**src/rtl/draw_cmd_arbiter_if.sv**
```systemverilog
// Draw-command bus between two producers, the arbiter and the VGA draw engine.
// The arbiter uses the slave view; the master view belongs to whatever drives the producers.
interface draw_cmd_arbiter_if #(
   parameter int CMD_WIDTH = 32,
   parameter int FIFO_AW   = 2
);
   logic                 enb;
   logic [CMD_WIDTH-1:0] a_cmd;
   logic                 a_vld;
   logic [CMD_WIDTH-1:0] b_cmd;
   logic                 b_vld;
   logic [CMD_WIDTH-1:0] out_cmd;
   logic                 out_vld;
   logic                 out_rdy;
   logic                 out_src;
   logic [FIFO_AW:0]     a_level;
   logic [FIFO_AW:0]     b_level;
   logic                 a_ovf;
   logic                 b_ovf;
   logic                 ovf_clr;
   logic                 idle;

   modport slave (
      input  enb, a_cmd, a_vld, b_cmd, b_vld, out_rdy, ovf_clr,
      output out_cmd, out_vld, out_src, a_level, b_level, a_ovf, b_ovf, idle
   );

   modport master (
      output enb, a_cmd, a_vld, b_cmd, b_vld, out_rdy, ovf_clr,
      input  out_cmd, out_vld, out_src, a_level, b_level, a_ovf, b_ovf, idle
   );
endinterface

```
**src/rtl/draw_cmd_arbiter.sv**
```systemverilog
// Two push-only command FIFOs (A = game core, B = overlay) arbitrated into one
// registered valid/ready output stage feeding the VGA draw engine.
module draw_cmd_arbiter #(
   parameter int CMD_WIDTH = 32,
   parameter int FIFO_AW   = 2,
   parameter int PRIO_MODE = 0
) (
   input  logic                clk,
   input  logic                rst,
   draw_cmd_arbiter_if.slave   bus
);
   localparam int               DEPTH    = 1 << FIFO_AW;
   localparam logic [FIFO_AW:0] FULL_LVL = (FIFO_AW + 1)'(DEPTH);

   logic [CMD_WIDTH-1:0] w_cmd_in [2];
   logic [CMD_WIDTH-1:0] w_head   [2];
   logic [FIFO_AW:0]     w_level  [2];
   logic [1:0]           w_vld_in;
   logic [1:0]           w_nonempty;
   logic [1:0]           w_pop;
   logic [1:0]           w_ovf;
   logic                 w_free;
   logic                 w_load;
   logic                 w_grant;

   logic [CMD_WIDTH-1:0] r_out_cmd;
   logic                 r_out_vld;
   logic                 r_out_src;
   logic                 r_last_grant;

   assign w_cmd_in[0] = bus.a_cmd;
   assign w_cmd_in[1] = bus.b_cmd;
   assign w_vld_in    = {bus.b_vld, bus.a_vld};

   genvar gi;
   generate
      for (gi = 0; gi < 2; gi++) begin : g_fifo
         logic [CMD_WIDTH-1:0] r_mem [DEPTH];
         logic [FIFO_AW-1:0]   r_wr_ptr;
         logic [FIFO_AW-1:0]   r_rd_ptr;
         logic [FIFO_AW:0]     r_level;
         logic                 r_ovf;
         logic                 w_full;
         logic                 w_push;
         logic                 w_drop;

         // A full FIFO still takes a push when its head leaves on the same edge.
         assign w_full = (r_level == FULL_LVL);
         assign w_push = w_vld_in[gi] && (!w_full || w_pop[gi]);
         assign w_drop = w_vld_in[gi] && w_full && !w_pop[gi];

         always_ff @(posedge clk) begin
            if (w_push) begin
               r_mem[r_wr_ptr] <= w_cmd_in[gi];
            end
         end

         always_ff @(posedge clk) begin
            if (rst) begin
               r_wr_ptr <= '0;
               r_rd_ptr <= '0;
               r_level  <= '0;
               r_ovf    <= 1'b0;
            end else begin
               if (w_push) r_wr_ptr <= r_wr_ptr + 1'b1;
               if (w_pop[gi]) r_rd_ptr <= r_rd_ptr + 1'b1;
               if (w_push && !w_pop[gi]) r_level <= r_level + 1'b1;
               else if (!w_push && w_pop[gi]) r_level <= r_level - 1'b1;
               // A fresh overflow outranks a coincident clear.
               if (w_drop) r_ovf <= 1'b1;
               else if (bus.ovf_clr) r_ovf <= 1'b0;
            end
         end

         assign w_head[gi]     = r_mem[r_rd_ptr];
         assign w_level[gi]    = r_level;
         assign w_nonempty[gi] = |r_level;
         assign w_ovf[gi]      = r_ovf;
      end
   endgenerate

   always_comb begin
      w_grant = 1'b0;
      if (w_nonempty == 2'b11) begin
         w_grant = (PRIO_MODE != 0) ? 1'b0 : ~r_last_grant;
      end else if (w_nonempty == 2'b10) begin
         w_grant = 1'b1;
      end
   end

   assign w_free = !r_out_vld || bus.out_rdy;
   assign w_load = w_free && bus.enb && (|w_nonempty);
   assign w_pop  = {w_load && w_grant, w_load && !w_grant};

   always_ff @(posedge clk) begin
      if (rst) begin
         r_out_cmd    <= '0;
         r_out_vld    <= 1'b0;
         r_out_src    <= 1'b0;
         r_last_grant <= 1'b1;
      end else if (w_load) begin
         r_out_cmd    <= w_head[w_grant];
         r_out_vld    <= 1'b1;
         r_out_src    <= w_grant;
         r_last_grant <= w_grant;
      end else if (w_free) begin
         r_out_vld    <= 1'b0;
      end
   end

   assign bus.out_cmd = r_out_cmd;
   assign bus.out_vld = r_out_vld;
   assign bus.out_src = r_out_src;
   assign bus.a_level = w_level[0];
   assign bus.b_level = w_level[1];
   assign bus.a_ovf   = w_ovf[0];
   assign bus.b_ovf   = w_ovf[1];
   assign bus.idle    = (w_level[0] == '0) && (w_level[1] == '0) && !r_out_vld;
endmodule
```
**src/flat_wrapper.sv**
```systemverilog
// flat-port wrapper written by rule: the top's interface ports become plain ports
module draw_cmd_arbiter_flat 
#(
   parameter int CMD_WIDTH = 32,
   parameter int FIFO_AW   = 2,
   parameter int PRIO_MODE = 0
)
  (clk, rst, bus_enb, bus_a_cmd, bus_a_vld, bus_b_cmd, bus_b_vld, bus_out_rdy, bus_ovf_clr, bus_out_cmd, bus_out_vld, bus_out_src, bus_a_level, bus_b_level, bus_a_ovf, bus_b_ovf, bus_idle);
  draw_cmd_arbiter_if #(.CMD_WIDTH(CMD_WIDTH), .FIFO_AW(FIFO_AW)) bus_i ();
  input  logic clk;
  input  logic rst;
  input wire logic [$bits(bus_i.enb)-1:0] bus_enb;
  input wire logic [$bits(bus_i.a_cmd)-1:0] bus_a_cmd;
  input wire logic [$bits(bus_i.a_vld)-1:0] bus_a_vld;
  input wire logic [$bits(bus_i.b_cmd)-1:0] bus_b_cmd;
  input wire logic [$bits(bus_i.b_vld)-1:0] bus_b_vld;
  input wire logic [$bits(bus_i.out_rdy)-1:0] bus_out_rdy;
  input wire logic [$bits(bus_i.ovf_clr)-1:0] bus_ovf_clr;
  output wire logic [$bits(bus_i.out_cmd)-1:0] bus_out_cmd;
  output wire logic [$bits(bus_i.out_vld)-1:0] bus_out_vld;
  output wire logic [$bits(bus_i.out_src)-1:0] bus_out_src;
  output wire logic [$bits(bus_i.a_level)-1:0] bus_a_level;
  output wire logic [$bits(bus_i.b_level)-1:0] bus_b_level;
  output wire logic [$bits(bus_i.a_ovf)-1:0] bus_a_ovf;
  output wire logic [$bits(bus_i.b_ovf)-1:0] bus_b_ovf;
  output wire logic [$bits(bus_i.idle)-1:0] bus_idle;
  assign bus_i.enb = bus_enb;
  assign bus_i.a_cmd = bus_a_cmd;
  assign bus_i.a_vld = bus_a_vld;
  assign bus_i.b_cmd = bus_b_cmd;
  assign bus_i.b_vld = bus_b_vld;
  assign bus_i.out_rdy = bus_out_rdy;
  assign bus_i.ovf_clr = bus_ovf_clr;
  assign bus_out_cmd = bus_i.out_cmd;
  assign bus_out_vld = bus_i.out_vld;
  assign bus_out_src = bus_i.out_src;
  assign bus_a_level = bus_i.a_level;
  assign bus_b_level = bus_i.b_level;
  assign bus_a_ovf = bus_i.a_ovf;
  assign bus_b_ovf = bus_i.b_ovf;
  assign bus_idle = bus_i.idle;
  draw_cmd_arbiter #(.CMD_WIDTH(CMD_WIDTH), .FIFO_AW(FIFO_AW), .PRIO_MODE(PRIO_MODE)) u_core (.clk(clk), .rst(rst), .bus(bus_i));
endmodule
```
**config.mk**
```make
export PLATFORM = sky130hd
export DESIGN_NAME = draw_cmd_arbiter_flat
export DESIGN_NICKNAME = d
export VERILOG_FILES = /design/src/rtl/draw_cmd_arbiter_if.sv /design/src/rtl/draw_cmd_arbiter.sv /design/src/flat_wrapper.sv
export SDC_FILE = /design/constraint.sdc
export NUM_CORES = 1
export LEC_CHECK = 0
export CORE_ASPECT_RATIO = 0.75
export CORE_MARGIN = 8
export CORE_UTILIZATION = 45
export DETAILED_ROUTE_END_ITERATION = 7
export DONT_BUFFER_PORTS = 1
export SETUP_SLACK_MARGIN = 0.15
export SYNTH_ARGS = -nofsm -noshare
export SYNTH_HDL_FRONTEND = slang
export SYNTH_SLANG_ARGS = --single-unit
```
**constraint.sdc**
```tcl
create_clock -name clk -period 3.47 [get_ports clk]
set_clock_uncertainty 0.15 [all_clocks]
set_input_delay 0.347 -clock clk [delete_from_list [all_inputs] [get_ports clk]]
set_output_delay 0.347 -clock clk [all_outputs]
set_load 0.01 [all_outputs]
```
# Word-level counts from Yosys, hierarchy flattened
# Memory sizes are Yosys's and may differ from the RTL's. A register that Yosys moved wholly into a read port is not among the register bits.
# Cells that the tools add are included.
[word_totals] ram_bits=256 wordCells=88 out_inout_bits=43 ff_bits=51 n_memories=2 in_bits=71
[classes] n_reduce_logical=37 n_mux=22 n_bitwise=2 order_cmp=1 eq_ne=4 add_sub_neg=8
[mem_list] name="u_core.g_fifo[0].r_mem" depth=4 width=32 rd=1 rd_clocked_by_memory_dff=1 wr=1 line="draw_cmd_arbiter.sv:38" text="logic [CMD_WIDTH-1:0] r_mem [DEPTH];"
[mem_list] name="u_core.g_fifo[1].r_mem" depth=4 width=32 rd=1 rd_clocked_by_memory_dff=1 wr=1 line="draw_cmd_arbiter.sv:38"
[ops] op="2-to-1 mux 32 bit" count=3
[ops] op="logical AND 1 bit" count=16
[ops] op="2-to-1 mux 3 bit" count=4
[ops] op="2-to-1 mux 1 bit" count=11
[ops] op="nonzero test 2 bit" count=5
[ops] op="adder 2 x 1 -> 2 bit (second input constant)" count=4
[ops] op="logical NOT 1 bit" count=8
[ops] op="2-to-1 mux 2 bit" count=4
[ops] op="adder 3 x 1 -> 3 bit (second input constant)" count=2
[ops] op="equality test 3 bit (second input constant)" count=2
[ops] op="logical NOT 3 bit" count=2
[ops] op="OR reduction 3 bit" count=2
[ops] op="OR reduction 6 bit" count=1
[ops] op="subtractor 3 x 1 -> 3 bit (second input constant)" count=2
[ops] op="equality test 2 bit (second input constant)" count=2
[ops] op="logical OR 1 bit" count=3
[ops] op="greater-or-equal comparator 2 bit (second input constant)" count=1
[ops] op="inverter 1 -> 2 bit" count=1
[ops] op="inverter 1 bit" count=1

# Longest topological paths before layout
# Gate-level depths: netlist of run 1.
[logic_depth] word_depth=12 mapped_depth=11 depth_no_buf=9

# Worst setup path before layout of run 1
# No wires, ideal clock.
[synth_path] kind="reg-to-reg" from="register u_core.g_fifo[0].r_level[0], in the netlist u_core.bus.a_level[0]" to="register u_core.g_fifo[0].r_level[2], in the netlist u_core.bus.a_level[2]" arrival_ns=2.312 path_slack_ns=0.938 n_path_buf=1 stages_incl_launch_ff=11 setup_ns=0.070 period_less_slack_ns=2.532 required_time_ns=3.250 cell_sequence="dfxtp_1 -> or3_4 -> o2111a_1 -> buf_2 -> inv_2 -> ha_1 -> inv_1 -> fa_1 -> xor2_1 -> or3_1 -> a21oi_1"
[synth_via] elab_chain_cells=11 elab_cells_between_ends=22 classes_between="add/sub: 2; eq/ne: 3; mux: 4; reduce/logical: 13"
[synth_rtl] element="from (decl)" line="draw_cmd_arbiter.sv:41" text="logic [FIFO_AW:0] r_level;"
[synth_rtl] element="from (signal assigned)" line="draw_cmd_arbiter.sv:67" text="if (w_push && !w_pop[gi]) r_level <= r_level + 1'b1;"
[synth_rtl] element="from (signal assigned)" line="draw_cmd_arbiter.sv:68" text="else if (!w_push && w_pop[gi]) r_level <= r_level - 1'b1;"
[synth_rtl] element="OR reduction 3 bit" line="draw_cmd_arbiter.sv:77" text="assign w_nonempty[gi] = |r_level;"
[synth_rtl] element="equality test 2 bit" line="draw_cmd_arbiter.sv:86" text="end else if (w_nonempty == 2'b10) begin"
[synth_rtl] element="2-to-1 mux 1 bit" line="draw_cmd_arbiter.sv:86"
[synth_rtl] element="2-to-1 mux 1 bit" line="draw_cmd_arbiter.sv:84" text="if (w_nonempty == 2'b11) begin"
[synth_rtl] element="logical NOT 1 bit" line="draw_cmd_arbiter.sv:93" text="assign w_pop = {w_load && w_grant, w_load && !w_grant};"
[synth_rtl] element="logical AND 1 bit" line="draw_cmd_arbiter.sv:93"
[synth_rtl] element="logical OR 1 bit" line="draw_cmd_arbiter.sv:49" text="assign w_push = w_vld_in[gi] && (!w_full || w_pop[gi]);"
[synth_rtl] element="logical AND 1 bit" line="draw_cmd_arbiter.sv:49"
[synth_rtl] element="logical NOT 1 bit" line="draw_cmd_arbiter.sv:68"
[synth_rtl] element="logical AND 1 bit" line="draw_cmd_arbiter.sv:68"
[synth_rtl] element="nonzero test 2 bit (no line)"
# Parallel ways exist; a longest one is shown, timed or not. The select of a mux whose other input is x is not followed.
# A chain may end at the register's enable or synchronous reset.

# Worst setup path after layout of run 1
[layout_path] from="register u_core.g_fifo[0].r_level[0], in the netlist u_core.bus.a_level[0]" to="register u_core.g_fifo[1].r_level[2], in the netlist u_core.bus.b_level[2]"
[layout_via] elab_chain_cells=10 elab_cells_between_ends=16 classes_between="eq/ne: 2; mux: 3; reduce/logical: 11"
[layout_rtl] element="OR reduction 3 bit" line="draw_cmd_arbiter.sv:77"
[layout_rtl] element="equality test 2 bit" line="draw_cmd_arbiter.sv:86"
[layout_rtl] element="2-to-1 mux 1 bit" line="draw_cmd_arbiter.sv:86"
[layout_rtl] element="2-to-1 mux 1 bit" line="draw_cmd_arbiter.sv:84"
[layout_rtl] element="logical AND 1 bit (*)" line="draw_cmd_arbiter.sv:93"
[layout_rtl] element="logical OR 1 bit (*)" line="draw_cmd_arbiter.sv:49"
[layout_rtl] element="logical AND 1 bit (*)" line="draw_cmd_arbiter.sv:49"
[layout_rtl] element="net u_core.g_fifo[1].w_push" line="draw_cmd_arbiter.sv:44" text="logic w_push;"
[layout_rtl] element="logical NOT 1 bit" line="draw_cmd_arbiter.sv:68"
[layout_rtl] element="logical AND 1 bit" line="draw_cmd_arbiter.sv:68"
[layout_rtl] element="nonzero test 2 bit (no line)"
[layout_rtl] element="to (signal assigned)" line="draw_cmd_arbiter.sv:67"
[layout_rtl] element="to (signal assigned)" line="draw_cmd_arbiter.sv:68"
[layout_rtl] element="to (decl)" line="draw_cmd_arbiter.sv:41"
# Mark *: on every way through the listed nets, which the timed path passes. The rest lies on a longest branch.

==> flow_metrics.tcl, run 1 <==
set metrics [dict create \
    fin_crit_sh_pct 83.4 \
    synth_nets 653 \
    ir_drop_v 0.000441 \
    vias 5845 \
    yosysSeqAreaShare_pct 76.2 \
    area_delta_synth_final_pct 19.6 \
    first_iter_violations 520 \
    fmaxAchievable_mhz 345 \
    fin_tns_setup_ns 0 \
    clockBufferDepth 3 \
    finalPower_mw 10.4 \
    num_rows 50 \
    whs_ns 0.0701 \
    p_leak_nw 4.48 \
    clock_sinks 311 \
    synth_top_area_share_pct 66.7 \
    antenna_left 0 \
    post-route-util_pct 55.0 \
    routed_via_density 5.72 \
    rsz0062_at_grt "false" \
    gp_congestion 0.736 \
    wl_per_cell_um 24.6 \
    grt_max_degree 54 \
    place_inst 891 \
    power.density_nw_per_um2 755 \
    status "completed" \
    crit_slowest_cell "o31ai_1" \
    hold_viol 0 \
    fin_nets 740 \
    design.die.area_um2 31100 \
    coreArea_um2 25100 \
    cts_made_buffers 30 \
    grt_pass1_wl_um 38500 \
    finalWirelength_um 25200 \
    netlist_area_um2 11500 \
    htree_num_levels 1 \
    endpoint_kind "flip-flop" \
    placed_area_um2 12000 \
    netlist_instances 570 \
    setup_ws_ns 0.575 \
    cap_viol_max_count 0 \
    grt_antenna_before_repair 6 \
    clkLatencyLatePin_ns 0.55 \
    arrival_ns 3.21 \
    cts_setup_buffers 0 \
    ys_types 33 \
    avgSynthCellArea_um2 20.2 \
    pre_cts_ws_ns 0.600 \
    worstMarginPinSlew_ns 1.03 \
    ioPinCount 114 \
    yosysWarnings 0 \
    slew_violations 0 \
    drive_gt1_share_pct 21.6 \
    drcViolationCount 0 \
    cp-start-kind "flip-flop" \
    final_area_um2 13800 \
    worstHoldStart "bus_enb" \
    initial_core_util_pct 46.0 \
    r2r-start "u_core.bus.a_level[0]" \
    ys_ff_latch 311 \
    startpoint "u_core.bus.a_level[0]" \
    crit_required_ns 3.78 \
    die_y_um 155 \
    netlist_top_cells_area "edfxtp_1 67%, mux4_2 13%, dfxtp_1 9.5%, a222oi_1 2.8%, nor2_1 1.5%" \
    grt_usage_pct 16.1 \
    grt_pass1_vias 6122 \
    crit_type "reg -> reg" \
    finalCriticalPeriod_ns 2.90 \
    cts-resized-gates 0 \
    dp_hpwl_um 15400 \
    die_w_um 201 \
    hold_class "in -> reg" \
    grt_overflow 0 \
    max_slew_margin_pct 31.4 \
    setup_viol_count_final 0 \
    cts_root_buffer "clkbuf_16" \
    max_stage_delay_ns 0.44 \
    critical_path.top_delay_family "compound AO/OA/AOI/OAI gates" \
    cts_tree "yes" \
    stdcell_count 1022 \
    firstDrtPassIters 6 \
    path_buf_inv 1 \
    portBuffers 0 \
    synth_top_area_cell "edfxtp_1" \
    fill_cells 1915 \
    crit_fanout 7 \
    worstPathCellList "o31ai_1, nand3_1, a21boi_2, ha_1, inv_1, fa_1, xor2_1, or3_1, a21oi_1" \
    path_clk_slew_ns 0.06 \
]
==> registers in the layout, summed over array words and instances, names as in the netlist, named ones only <==
signal and count:
u_core.bus.b_level 3, u_core.bus.out_vld 1, u_core.g_fifo.r_mem 256, u_core.bus.a_ovf 1, u_core.bus.b_ovf 1, u_core.g_fifo.r_rd_ptr 4
u_core.bus.a_level 3, u_core.bus.out_cmd 32, u_core.g_fifo.r_wr_ptr 4, u_core.r_last_grant 1, u_core.bus.out_src 1
==> synthesized netlist by cell type <==
cell,count
a21boi_2,2
ha_1,10
dfxtp_1,55
nor3_1,2
buf_2,13
and4_4,1
nor3b_1,2
nand2_1,7
o211ai_1,2
mux4_2,64
mux2i_1,4
o2111a_1,1
and2_1,8
fa_1,2
a222oi_1,32
a21oi_1,8
inv_2,2
a32oi_1,2
inv_1,10
o211ai_2,1
or3_1,4
o31ai_1,1
clkbuf_1,15
buf_6,4
xor2_1,4
mux2_2,2
xnor2_1,1
edfxtp_1,256
or3_4,2
nand3_1,3
nor2_1,45
o21ai_0,4
nand2b_1,1
==> area by class of cell <==
cell class	instances	area [um2]	area share, %
Sequential cell	311	8790	63.8
Multi-Input combinational cell	215	2550	18.5
Timing Repair Buffer	87	951	6.90
Clock buffer	42	837	6.07
Tap cell	338	423	3.07
Clock inverter	14	181	1.32
Inverter	12	45.0	0.327
Antenna cell	3	7.51	0.0544
==> cell usage in the layout, fill, tap and decap left out, types with 4 or more instances in the layout <==
cell type / instances
a21oi_1: 8
a222oi_1: 32
and2_2: 8
buf_12: 8
buf_4: 7
bufinv_16: 4
clkbuf_1: 9
clkbuf_16: 31
dfxtp_1: 51
dfxtp_2: 4
dlygate4sd3_1: 71
edfxtp_1: 256
ha_1: 10
inv_1: 10
mux2i_1: 4
mux4_2: 64
nand2_1: 7
nor2_1: 45
o21ai_0: 4
or3_1: 4
xor2_1: 4
==> cell families (layout without fill, tap and decap cells) <==
| logic type | count (synthesis) | count (layout) | synth area share (%) |
|---|---|---|---|
| adders and majority gates | 12 | 12 | 1.43 |
| AOI/OAI and AO/OA | 53 | 53 | 4.05 |
| other | 0 | 3 | 0 |
| DFF | 311 | 311 | 76.2 |
| and+or+nand+nor | 75 | 75 | 3.04 |
| xor gates and xnor gates | 5 | 5 | 0.380 |
| muxes | 70 | 70 | 13.0 |
| buffers and inverters | 44 | 155 | 1.83 |
==> metal layers <==
layer / GRT usage [%] / vias to the layer above / part of all wire (%)
met5: 0 / - / 0.12
met4: 3.46 / 6 / 2.0
met3: 4.53 / 44 / 7.8
met2: 25.3 / 213 / 46
met1: 22.2 / 3050 / 44
li1: - / 2532 / -
==> worst register-to-register path: stages (launching register included) <==
cell      delay, ns
dfxtp_1        0.41
o31ai_1        0.44
nand3_1        0.16
a21boi_2       0.35
ha_1           0.25
inv_1          0.06
fa_1           0.37
xor2_1         0.15
or3_1          0.31
a21oi_1        0.16
==> final timing paths <==
check | cells after the start | endpoint | slack [ns]
min | 4 | flip-flop | 0.07
min reg2reg | 2 | flip-flop | 0.33
max reg2reg | 9 | u_core.bus.b_level[2] | 0.57
max | 9 | u_core.bus.b_level[2] | 0.57
==> timing repair <==
action	4_1_cts	5_1_grt
endpoints found under the hold margin	311	0
endpoints found under the setup margin	0	0
hold buffers	72	0
==> report_power, final <==
part	leakage [nW]	switching, mW	total, mW	internal (mW)
combinational	1.19	1.06	2.07	1.01
sequential	2.80	0.465	5.01	4.55
clock	0.490	1.34	3.33	1.98
(Power assumes the default switching activity.)
==> run 2, diff against run 1 <==
clock period = 2.9 ns   (was 3.47 ns; I/O delays follow)
==> run 2 against run 1 <==
  * Maximum frequency increased by 11%
  * Design area increased by 0.60%
  * Count of clock-buffer cells in the layout unchanged
  * Setup slack got worse by 0.29 ns
  * Power increased by 21%
  * Critical path depth unchanged
  * Via count unchanged
  * Sequential cell count unchanged
  * Critical path type unchanged
  * Largest cell class unchanged
  * Largest power group unchanged
==> flow_metrics.tcl, run 2 (synthesized netlist as in run 1, its figures left out) <==
set metrics [dict create \
    crit_fanout 6 \
    p_leak_nw 4.55 \
    die_w_um 201 \
    largest_reg_flops 256 \
    drt-met1-wl_um 11200 \
    clock_sinks 311 \
    antenna_left 0 \
    cp-start-kind "flip-flop" \
    setup_viol_count_final 0 \
    place_inst 902 \
    coreArea_um2 25100 \
    firstDrtPassIters 6 \
    ioPinCount 114 \
    fin_crit_sh_pct 90.2 \
    fmaxAchievable_mhz 382 \
    htree_num_levels 1 \
    pre_cts_ws_ns 0.285 \
    slew_violations 0 \
    grt_pass1_vias 6181 \
    reg2reg_depth 9 \
    arrival_ns 2.94 \
    gp_congestion 0.734 \
    drcViolationCount 0 \
    hold_viol 0 \
    grt_overflow 0 \
    cts_made_buffers 30 \
    clkLatencyLatePin_ns 0.55 \
    finalCriticalPeriod_ns 2.61 \
    whs_ns 0.0336 \
    dp_hpwl_um 15500 \
    first_iter_violations 394 \
    portBuffers 0 \
    worstPathCellList "or3_4, o2111a_2, inv_2, ha_1, inv_1, fa_1, xor2_1, or3_1, a21oi_1" \
    top_register "u_core.g_fifo.r_mem" \
    min_path_cells 3 \
    grt_usage_pct 16.3 \
    design.die.area_um2 31100 \
    worstMarginPinSlew_ns 0.671 \
    area_delta_synth_final_pct 20.3 \
    setup_ws_ns 0.286 \
    wl_met2_um 12000 \
    wl_per_cell_um 24.8 \
    clockBufferDepth 3 \
    grt_max_degree 54 \
    die_y_um 155 \
    power.density_nw_per_um2 907 \
    routed_via_density 5.67 \
    fill_cells 1896 \
    fin_nets 750 \
    finalWirelength_um 25600 \
    stdcell_count 1031 \
    top_layer "met5" \
    endpoint_kind "flip-flop" \
    cts_tree "yes" \
    status "completed" \
    fin_tns_setup_ns 0 \
    ir_drop_v 0.000585 \
    crit_type "reg -> reg" \
    initial_core_util_pct 46.0 \
    cts_root_buffer "clkbuf_16" \
    rsz0062_at_grt "false" \
    crit_slowest_cell "or3_4" \
    crit_required_ns 3.22 \
    layout_commonest_cell "edfxtp_1" \
    hold_class "in -> reg" \
    cap_viol_max_count 0 \
    num_rows 50 \
    max_slew_margin_pct 55.3 \
    layout_common_cells "256 x edfxtp_1, 70 x dlygate4sd3_1, 64 x mux4_2" \
    drive_gt1_share_pct 24.0 \
    met3_wirelength_um 2130 \
    path_clk_slew_ns 0.06 \
    max_stage_delay_ns 0.46 \
    grt_pass1_wl_um 38800 \
    vias 5845 \
    grt_antenna_before_repair 4 \
]
run 2: cell count changes in the layout (fill, tap and decap cells not counted), sizes merged:
| cell | previous run | this run |
|---|---|---|
| buf | 16 | 27 |
| clkinvlp | 2 | 3 |
| diode | 3 | 2 |
| dlygate4sd3 | 71 | 70 |
| inv | 13 | 12 |
run 2: final timing paths:
kind	slack, ns	from	endpoint
worst min register to register	0.33	u_core.g_fifo[1].r_rd_ptr[1]	flip-flop
worst max register to register	0.29	u_core.bus.a_level[1]	u_core.bus.a_level[2]
worst min-delay path	0.03	bus_a_vld	u_core.g_fifo[0].r_wr_ptr[1]
worst max-delay path	0.29	u_core.bus.a_level[1]	u_core.bus.a_level[2]
run 2: cell type report:
| cell class | count | area, um2 | share of cell area [%] |
|---|---|---|---|
| sequential | 311 | 8790 | 63.4 |
| multi-input combinational | 215 | 2550 | 18.4 |
| timing repair buffer | 97 | 986 | 7.11 |
| clock buffer | 42 | 876 | 6.31 |
| tap | 338 | 423 | 3.05 |
| clock inverter | 14 | 188 | 1.35 |
| inverter | 12 | 45.0 | 0.325 |
| antenna | 2 | 5.00 | 0.0361 |
run 2: through the flow:
| step | instance area [um2] | power [mW] | util [%] |
|---|---|---|---|
| final | 13900 | 12.6 | 55.3 |
| after global routing | 13900 | 13.1 | 55.3 |
| after CTS | 13900 | 12.7 | 55.3 |
| after detailed placement | 12100 | 8.50 | 48.1 |
| after global placement | 12100 | 8.38 | 48.1 |
| after floorplan | 11500 | 7.70 | - |
run 2: layer usage:
layer,global-route usage (%),up-vias
met3,5.09,36
met2,26.3,210
li1,-,2542
met1,21.7,3053
met5,0,-
met4,3.36,4
run 2: power breakdown:
| group | internal (mW) | switching, mW |
|---|---|---|
| Sequential | 5.44 | 0.449 |
| Clock | 2.46 | 1.60 |
| Combinational | 1.22 | 1.40 |
run 2: critical path, delay by kind of cell, from the launching register on:
kind / cells / cell delay (ns)
and+or+nand+nor: 2 / 0.76
adders and majority gates: 2 / 0.55
DFF: 1 / 0.43
AOI/OAI and AO/OA: 2 / 0.33
xor gates and xnor gates: 1 / 0.18
buffers and inverters: 2 / 0.14
run 2: timing repair:
action	in CTS	in global routing
hold endpoints to repair	311	0
endpoints found under the setup margin	0	1
buffers inserted	0	0
hold buffers	71	0
gates resized for setup	0	1
